==> src/rtl/i2c_bus_decoder.sv <==
// I2C slave-side bus decoder: synchronises SCL/SDA, decodes START/STOP/edges, shifts in
// bytes and matches the address byte against NUM_ADDR entries. Optional: I2C_GLITCH_FILTER_EN.
module i2c_bus_decoder #(
   parameter int SYNC_STAGES = 2,
   parameter int NUM_ADDR    = 2,
   parameter int IDX_W       = 1,
   parameter int FILTER_LEN  = 3
) (
   input  logic                  clk,
   input  logic                  n_rst,
   input  logic                  scl,
   input  logic                  sda_in,
   input  logic [NUM_ADDR*7-1:0] slave_addrs,
   input  logic [NUM_ADDR-1:0]   addr_en,
   output logic                  start_found,
   output logic                  stop_found,
   output logic                  scl_rise,
   output logic                  scl_fall,
   output logic                  address_match,
   output logic [IDX_W-1:0]      match_idx,
   output logic                  rw_mode,
   output logic [7:0]            rx_byte,
   output logic                  byte_valid,
   output logic                  ack_slot
);

   typedef enum logic [1:0] {IDLE, ADDR, ACTIVE, IGNORE} state_t;

   logic [SYNC_STAGES-1:0] scl_sync, sda_sync;
   logic                   scl_cur, sda_cur, scl_prev, sda_prev;
   logic                   rise_c, fall_c, start_c, stop_c;
   state_t                 state_q, state_d;
   logic [3:0]             bit_cnt;
   logic [7:0]             shift_q;
   logic [7:0]             byte_in;
   logic                   hit_any;
   logic [IDX_W-1:0]       hit_idx;
   logic                   receiving;

   // Idle bus is high, so the chains reset to 1 to avoid a false edge after reset.
   always_ff @(posedge clk or negedge n_rst) begin
      if (!n_rst) begin
         scl_sync <= '1;
         sda_sync <= '1;
      end else begin
         // NOTE: non-blocking assignments make every flop sample the pre-edge values.
         scl_sync <= {scl_sync[SYNC_STAGES-2:0], scl};
         sda_sync <= {sda_sync[SYNC_STAGES-2:0], sda_in};
      end
   end

`ifdef I2C_GLITCH_FILTER_EN
   localparam int CNT_W = $clog2(FILTER_LEN + 1);
   logic [CNT_W-1:0] scl_cnt, sda_cnt;

   // A line's filtered value follows only after FILTER_LEN consecutive differing samples.
   always_ff @(posedge clk or negedge n_rst) begin
      if (!n_rst) begin
         scl_cur <= 1'b1;
         sda_cur <= 1'b1;
         scl_cnt <= '0;
         sda_cnt <= '0;
      end else begin
         if (scl_sync[SYNC_STAGES-1] == scl_cur) begin
            scl_cnt <= '0;
         end else if (scl_cnt == CNT_W'(FILTER_LEN - 1)) begin
            scl_cur <= scl_sync[SYNC_STAGES-1];
            scl_cnt <= '0;
         end else begin
            scl_cnt <= scl_cnt + 1'b1;
         end
         if (sda_sync[SYNC_STAGES-1] == sda_cur) begin
            sda_cnt <= '0;
         end else if (sda_cnt == CNT_W'(FILTER_LEN - 1)) begin
            sda_cur <= sda_sync[SYNC_STAGES-1];
            sda_cnt <= '0;
         end else begin
            sda_cnt <= sda_cnt + 1'b1;
         end
      end
   end
`else
   logic unused_filter_len;
   assign unused_filter_len = ^FILTER_LEN;
   assign scl_cur = scl_sync[SYNC_STAGES-1];
   assign sda_cur = sda_sync[SYNC_STAGES-1];
`endif

   always_ff @(posedge clk or negedge n_rst) begin
      if (!n_rst) begin
         scl_prev <= 1'b1;
         sda_prev <= 1'b1;
      end else begin
         scl_prev <= scl_cur;
         sda_prev <= sda_cur;
      end
   end

   assign rise_c  = !scl_prev && scl_cur;
   assign fall_c  = scl_prev && !scl_cur;
   assign start_c = scl_prev && scl_cur && sda_prev && !sda_cur;
   assign stop_c  = scl_prev && scl_cur && !sda_prev && sda_cur;

   assign byte_in   = {shift_q[6:0], sda_cur};
   assign receiving = (state_q == ADDR) || (state_q == ACTIVE);

   // Iterating downwards leaves the lowest matching entry in hit_idx.
   always_comb begin
      // NOTE: defaults first so no path leaves a variable unassigned (no latch).
      hit_any = 1'b0;
      hit_idx = '0;
      for (int i = NUM_ADDR - 1; i >= 0; i--) begin
         if (addr_en[i] && (slave_addrs[7*i +: 7] == byte_in[7:1])) begin
            hit_any = 1'b1;
            hit_idx = IDX_W'(i);
         end
      end
   end

   always_ff @(posedge clk or negedge n_rst) begin
      if (!n_rst) state_q <= IDLE;
      else        state_q <= state_d;
   end

   always_comb begin
      state_d = state_q;
      if (start_c) begin
         state_d = ADDR;
      end else if (stop_c) begin
         state_d = IDLE;
      end else if (state_q == ADDR && rise_c && bit_cnt == 4'd7) begin
         state_d = hit_any ? ACTIVE : IGNORE;
      end
   end

   always_ff @(posedge clk or negedge n_rst) begin
      if (!n_rst) begin
         start_found   <= 1'b0;
         stop_found    <= 1'b0;
         scl_rise      <= 1'b0;
         scl_fall      <= 1'b0;
         address_match <= 1'b0;
         match_idx     <= '0;
         rw_mode       <= 1'b0;
         rx_byte       <= '0;
         byte_valid    <= 1'b0;
         ack_slot      <= 1'b0;
         bit_cnt       <= '0;
         shift_q       <= '0;
      end else begin
         start_found <= start_c;
         stop_found  <= stop_c;
         scl_rise    <= rise_c;
         scl_fall    <= fall_c;
         byte_valid  <= 1'b0;
         if (start_c || stop_c) begin
            // Any bus condition discards a partial byte and the previous address result.
            address_match <= 1'b0;
            match_idx     <= '0;
            rw_mode       <= 1'b0;
            ack_slot      <= 1'b0;
            bit_cnt       <= '0;
            shift_q       <= '0;
         end else if (receiving) begin
            if (rise_c) begin
               bit_cnt <= (bit_cnt == 4'd8) ? 4'd0 : bit_cnt + 4'd1;
               if (bit_cnt != 4'd8) shift_q <= byte_in;
               if (bit_cnt == 4'd7) begin
                  rx_byte    <= byte_in;
                  byte_valid <= 1'b1;
                  if (state_q == ADDR) begin
                     address_match <= hit_any;
                     match_idx     <= hit_any ? hit_idx : '0;
                     rw_mode       <= byte_in[0];
                  end
               end
            end
            // The ACK window spans the 9th SCL period, fall to fall.
            if (fall_c && state_q == ACTIVE) begin
               if (bit_cnt == 4'd8)      ack_slot <= 1'b1;
               else if (bit_cnt == 4'd0) ack_slot <= 1'b0;
            end
         end
      end
   end

endmodule

==> config.mk <==
export PLATFORM = sky130hd
export DESIGN_NAME = i2c_bus_decoder
export DESIGN_NICKNAME = d
export VERILOG_FILES = /design/src/rtl/i2c_bus_decoder.sv
export SDC_FILE = /design/constraint.sdc
export NUM_CORES = 1
export LEC_CHECK = 0
export CORE_ASPECT_RATIO = 1.75
export CORE_MARGIN = 2
export CORE_UTILIZATION = 49
export DETAILED_ROUTE_END_ITERATION = 10
export PLACE_DENSITY = 0.78
export SLEW_MARGIN = 10
export SYNTH_ARGS = -nofsm -noshare
export SYNTH_HDL_FRONTEND = slang
export SYNTH_SLANG_ARGS = --single-unit
==> constraint.sdc <==
create_clock -name clk -period 1.79 [get_ports clk]
set_input_delay 0.358 -clock clk [delete_from_list [all_inputs] [get_ports clk]]
set_output_delay 0.358 -clock clk [all_outputs]
set_load 0.01 [all_outputs]
## After elaboration in Yosys (flattened, before gate mapping)

Index checks and enable logic that the tools add are counted.

| word-level totals | value |
|---|---|
| output and inout port bits | 17 |
| input bits | 20 |
| logic and storage cells | 98 |
| register bits after elaboration | 36 |

| cells by class | value |
|---|---|
| bitwise logic cells | 1 |
| mux-type cells | 40 |
| eq/ne operators | 7 |
| add/subtract/negate cells | 1 |
| reduce and logical (&&, ||, !) cells | 32 |

Operators by type and width:

| kind | count |
|---|---|
| 1-bit 2-to-1 mux | 29 |
| 7-bit 2-to-1 mux | 4 |
| 4-bit 2-to-1 mux | 4 |
| 7-bit == test | 2 |
| 1-bit logical AND | 12 |
| 2-bit nonzero test | 6 |
| 4-bit AND reduction | 2 |
| 2-bit 2-to-1 mux | 3 |
| 3-bit AND reduction | 2 |
| 3-bit nonzero test | 2 |
| 4-bit by 1-bit adder with 4-bit output, second input constant | 1 |
| 4-bit by 3-bit == test with 1-bit output, second input constant | 1 |
| 4-bit == test, second input constant | 1 |
| 1-bit logical NOT | 4 |
| 4-bit logical NOT | 1 |
| 4-bit inequality test, second input constant | 1 |
| 2-bit by 1-bit == test with 1-bit output, second input constant | 1 |
| 2-bit == test, second input constant | 1 |
| 1-bit logical OR | 2 |
| 2-bit AND reduction | 1 |
| 1-bit inverter | 1 |

## Logic depth before layout (Yosys ltp)

| logic depth | value |
|---|---|
| depth in word-level cells | 10 |
| depth in mapped cells | 7 |
| depth with buffers taken out | 6 |

## Worst setup path before layout

Ideal clock, no wire load.

| timing path | value |
|---|---|
| path type | flip-flop to flip-flop |
| from | reg state_q[0] |
| to | reg rx_byte[0] |
| arrival | 1.490 ns |
| clock period less this slack | 1.615 ns |
| stages on the path, launching flop included | 6 |
| library setup time | 0.125 ns |
| required time | 1.665 ns |
| setup slack | 0.175 ns |
| buffers on the path | 1 |
| cell sequence | dfrtp_1 -> inv_1 -> ha_1 -> nor4_2 -> buf_4 -> mux2_2 |

| between the ends | value |
|---|---|
| cells in the longest elaborated chain, start to end | 3 |
| elaborated cells between the ends (all ways) | 4 |
| classes of those cells | 2 x eq/ne; 2 x reduce/logical |

Ends and longest elaborated chain:

| what | line | RTL |
|---|---|---|
| start, declared | 32 | `state_t state_q, state_d;` |
| start signal, assigned | 122 | `else state_q <= state_d;` |
| 2-bit by 1-bit == test with 1-bit output or 2-bit == test (tied branches) | 105 | `assign receiving = (state_q == ADDR) \|\| (state_q == ACTIVE);` |
| 1-bit logical OR (*) | 105 |  |
| 4-bit AND reduction (no source line) (*) | n/a |  |
| end signal, assigned | 169 | `rx_byte <= byte_in;` |
| end, declared | 22 | `output logic [7:0] rx_byte,` |

Every way passes the cells marked *; elsewhere a longest branch is shown, timed or not.
A chain may end at the register's enable or synchronous reset.

## Worst setup path in the final report

| timing path | value |
|---|---|
| from | reg state_q[0] |
| to | reg rx_byte[7] |

The elaborated chain is that of the path after synthesis.

==> impl_metrics.toml <==
[status]
status = "finished clean"

[worst_setup_path]
startpoint_type = "register"
r2r-end = "rx_byte[7]"
critPathKind = "reg -> reg"
r2r_cells = 5
r2r_slack_ns = 0.1
worstPathRequired_ns = 1.96
r2r-start = "state_q[0]"
arrival_ns = 1.86
cp_max_fo = 11
critical_path.startpoint = "state_q[0]"
endpoint = "rx_byte[7]"
worst_setup_path_end_kind = "register"

[place]
place_ws_ns = -0.0599
dp_hpwl_um = 2590
gp_congestion = 0.844
place_area_um2 = 2130
io_buffers = 36

[timing]
fmax_mhz = 591
period_needed_ns = 1.69
skew_ns = 0.00457
setup_viol = 0
tightest_slew_ns = 0.448
maxSlewViolCount = 0
hold_viol = 0
post-route-worst-setup-slack_ns = 0.0970
grt_setup_unrepaired = "false"
relSlewSlack_pct = 70.2
fin_crit_sh_pct = 94.6
whs_ns = 0.356

[finish]
fillers = 265
postLayoutCellArea_um2 = 2270
drive_above_1_share_pct = 23.7
area_growth_pct = 35.4
post-route-util_pct = 68.2
final_nets = 213
regArea_um2 = 908
multi_input_area_um2 = 748
n_antenna_cell = 0

[routing]
drc = 0
drtAntennaViolNets = 0
wire_per_inst_um = 14.7
vias_per_cell = 5.10
dr.pass1.iters = 3
wirelength_um = 3460
vias = 1198
drt_iter0_drc = 12

[synth]
synth_cell_types = 35
yosysSeqAreaShare_pct = 54.2
synthesis.nets = 163
synth-edff-count = 0
dominantRegCellSynth = "dfrtp_1"
synth_area_per_cell_um2 = 12.1
netlist_area_um2 = 1680
async_flop_share_pct = 100
ys_warn_count = 0
syn-instance-count = 139
ys_ff_latch = 36

[clocking]
htree_levels = 2
cts_tree = "done"
cts.path.max_buffers = 2
clk_latency_ns = 0.28
clk_pin_slew_ns = 0.07
root_buffer = "clkbuf_8"
cts.sinks = 36
cts_buffers = 5

[global_route]
grt.overflow.total = 0
grt_usage_pct = 20.1
grt_pass1_wl_um = 5510
grt_pass1_vias = 1258
antenna_found_initial = 0
grt_max_degree = 37

[floorplanning]
core_area_um2 = 3330
num_rows = 28
die-height_um = 81.4
initial_utilization_pct = 50.4
die-width_um = 48.2
dieArea_um2 = 3920
io_pins = 37

[power]
leakage_nw = 0.989
power_density_nw_per_um2 = 843
peakVddDrop_uv = 743

[worst_hold_path]
hold_class = "reg -> reg"

[flow_run]
drv_cap = 0
-- power breakdown --
| group | switching, W | leakage, nW | internal, W |
|---|---|---|---|
| Sequential | 0.0000580 | 0.474 | 0.000864 |
| Combinational | 0.000145 | 0.460 | 0.000159 |
| Clock | 0.000274 | 0.0552 | 0.000413 |
| Total | 0.000477 | 0.989 | 0.00144 |
-- area by class of cell --
class / count / share of cell area, %
well taps: 45 / 2.48
clock buffers: 6 / 3.20
inverters: 6 / 0.992
clock inverters: 2 / 1.54
repair buffers: 45 / 18.8
flip-flops and latches: 36 / 40.0
multi-input cells: 95 / 32.9
-- state kept, by name (all words and copies together), names as in the netlist --
signal and flops:
start_found 1, scl_sync 2, sda_sync 2, byte_valid 1, shift_q 7, state_q 2
match_idx 1, rw_mode 1, stop_found 1, address_match 1, sda_prev 1, scl_prev 1
rx_byte 8, bit_cnt 4, scl_fall 1, scl_rise 1, ack_slot 1
-- Yosys cell counts (2+ instances only) --
cell type | n | area, um2
dfrtp_1 | 30 | 751
nand4b_1 | 2 | 17.5
dfstp_2 | 6 | 158
a21oi_1 | 5 | 25.0
nor3_1 | 2 | 10.0
and2_1 | 2 | 12.5
mux2_2 | 8 | 90.1
nand2_1 | 9 | 33.8
mux2i_1 | 8 | 80.1
nor2_1 | 9 | 33.8
nor2_2 | 6 | 37.5
o21ai_0 | 5 | 25.0
inv_1 | 5 | 18.8
ha_1 | 4 | 50.1
xor2_1 | 4 | 35.0
nand2b_4 | 2 | 27.5
nand3b_1 | 2 | 15.0
nand3_1 | 2 | 10.0
xnor2_1 | 11 | 96.3
nand4_1 | 2 | 12.5
-- worst min-delay path by stage --
stage / endpoint / cells after the start / slack, ns / start
floorplan: ack_slot / 0 / 0.06 / n_rst
global placement: scl_sync[1] / 0 / 0.35 / scl_sync[0]
detailed placement: sda_sync[1] / 0 / 0.35 / sda_sync[0]
CTS: sda_sync[1] / 0 / 0.36 / sda_sync[0]
global route: scl_sync[1] / 0 / 0.36 / scl_sync[0]
finish: sda_sync[1] / 0 / 0.36 / sda_sync[0]
-- layer usage --
metal  global-route usage [%]  vias to the layer above  share of wire [%]
met2                     35.9                       25                 59
met3                     5.11                        8                3.6
li1                         -                      578                  -
met4                     10.0                        0                2.6
met5                        0                        -                  0
met1                     19.7                      587                 35
-- per-stage QoR --
stage | total power (W) | cells | TNS, ns
6_report | 0.00191 | 235 | 0
4_1_cts | 0.00191 | 232 | 0
3_5_place_dp | 0.00122 | 224 | -0.0599
2_1_floorplan | 0.00110 | 139 | 0
5_1_grt | 0.00200 | 235 | 0
3_3_place_gp | 0.00121 | 224 | -0.0420
-- worst max-delay path, stage by stage, from the launching register on --
cell and delay (ns):
dfrtp_1 0.39, inv_1 0.13, ha_4 0.23, nor4_2 0.24, buf_4 0.24, mux2_2 0.36
-- timing repair --
item,CTS,global route
setup buffers,0,3
setup endpoints to repair,0,6
hold buffers,0,0
resized for setup,0,2
-- kinds of logic (layout without fill, tap and decap cells) --
family                   after synthesis  count (layout)  share of synthesized area [%]
AND/OR/NAND/NOR                       43              43                           15.9
flip-flops                            36              36                           54.2
AO/OA/AOI/OAI                         17              17                           6.87
multiplexers                          16              16                           10.1
XOR/XNOR                              15              15                           7.84
buffers and inverters                  8              59                           2.09
adder cells (fa/ha/maj)                4               4                           2.99
-- layout by cell type (no fill, tap or decap), drive strengths merged, types with 4 or more instances in the layout --
| cell | count |
|---|---|
| clkdlybuf4s50 | 36 |
| dfrtp | 30 |
| nor2 | 15 |
| xnor2 | 11 |
| nand2 | 9 |
| buf | 9 |
| mux2 | 8 |
| mux2i | 8 |
| a21oi | 7 |
| dfstp | 6 |
| inv | 6 |
| o21ai | 6 |
| clkbuf | 6 |
| xor2 | 4 |
| ha | 4 |
Power figures use the tool's default switching activity.
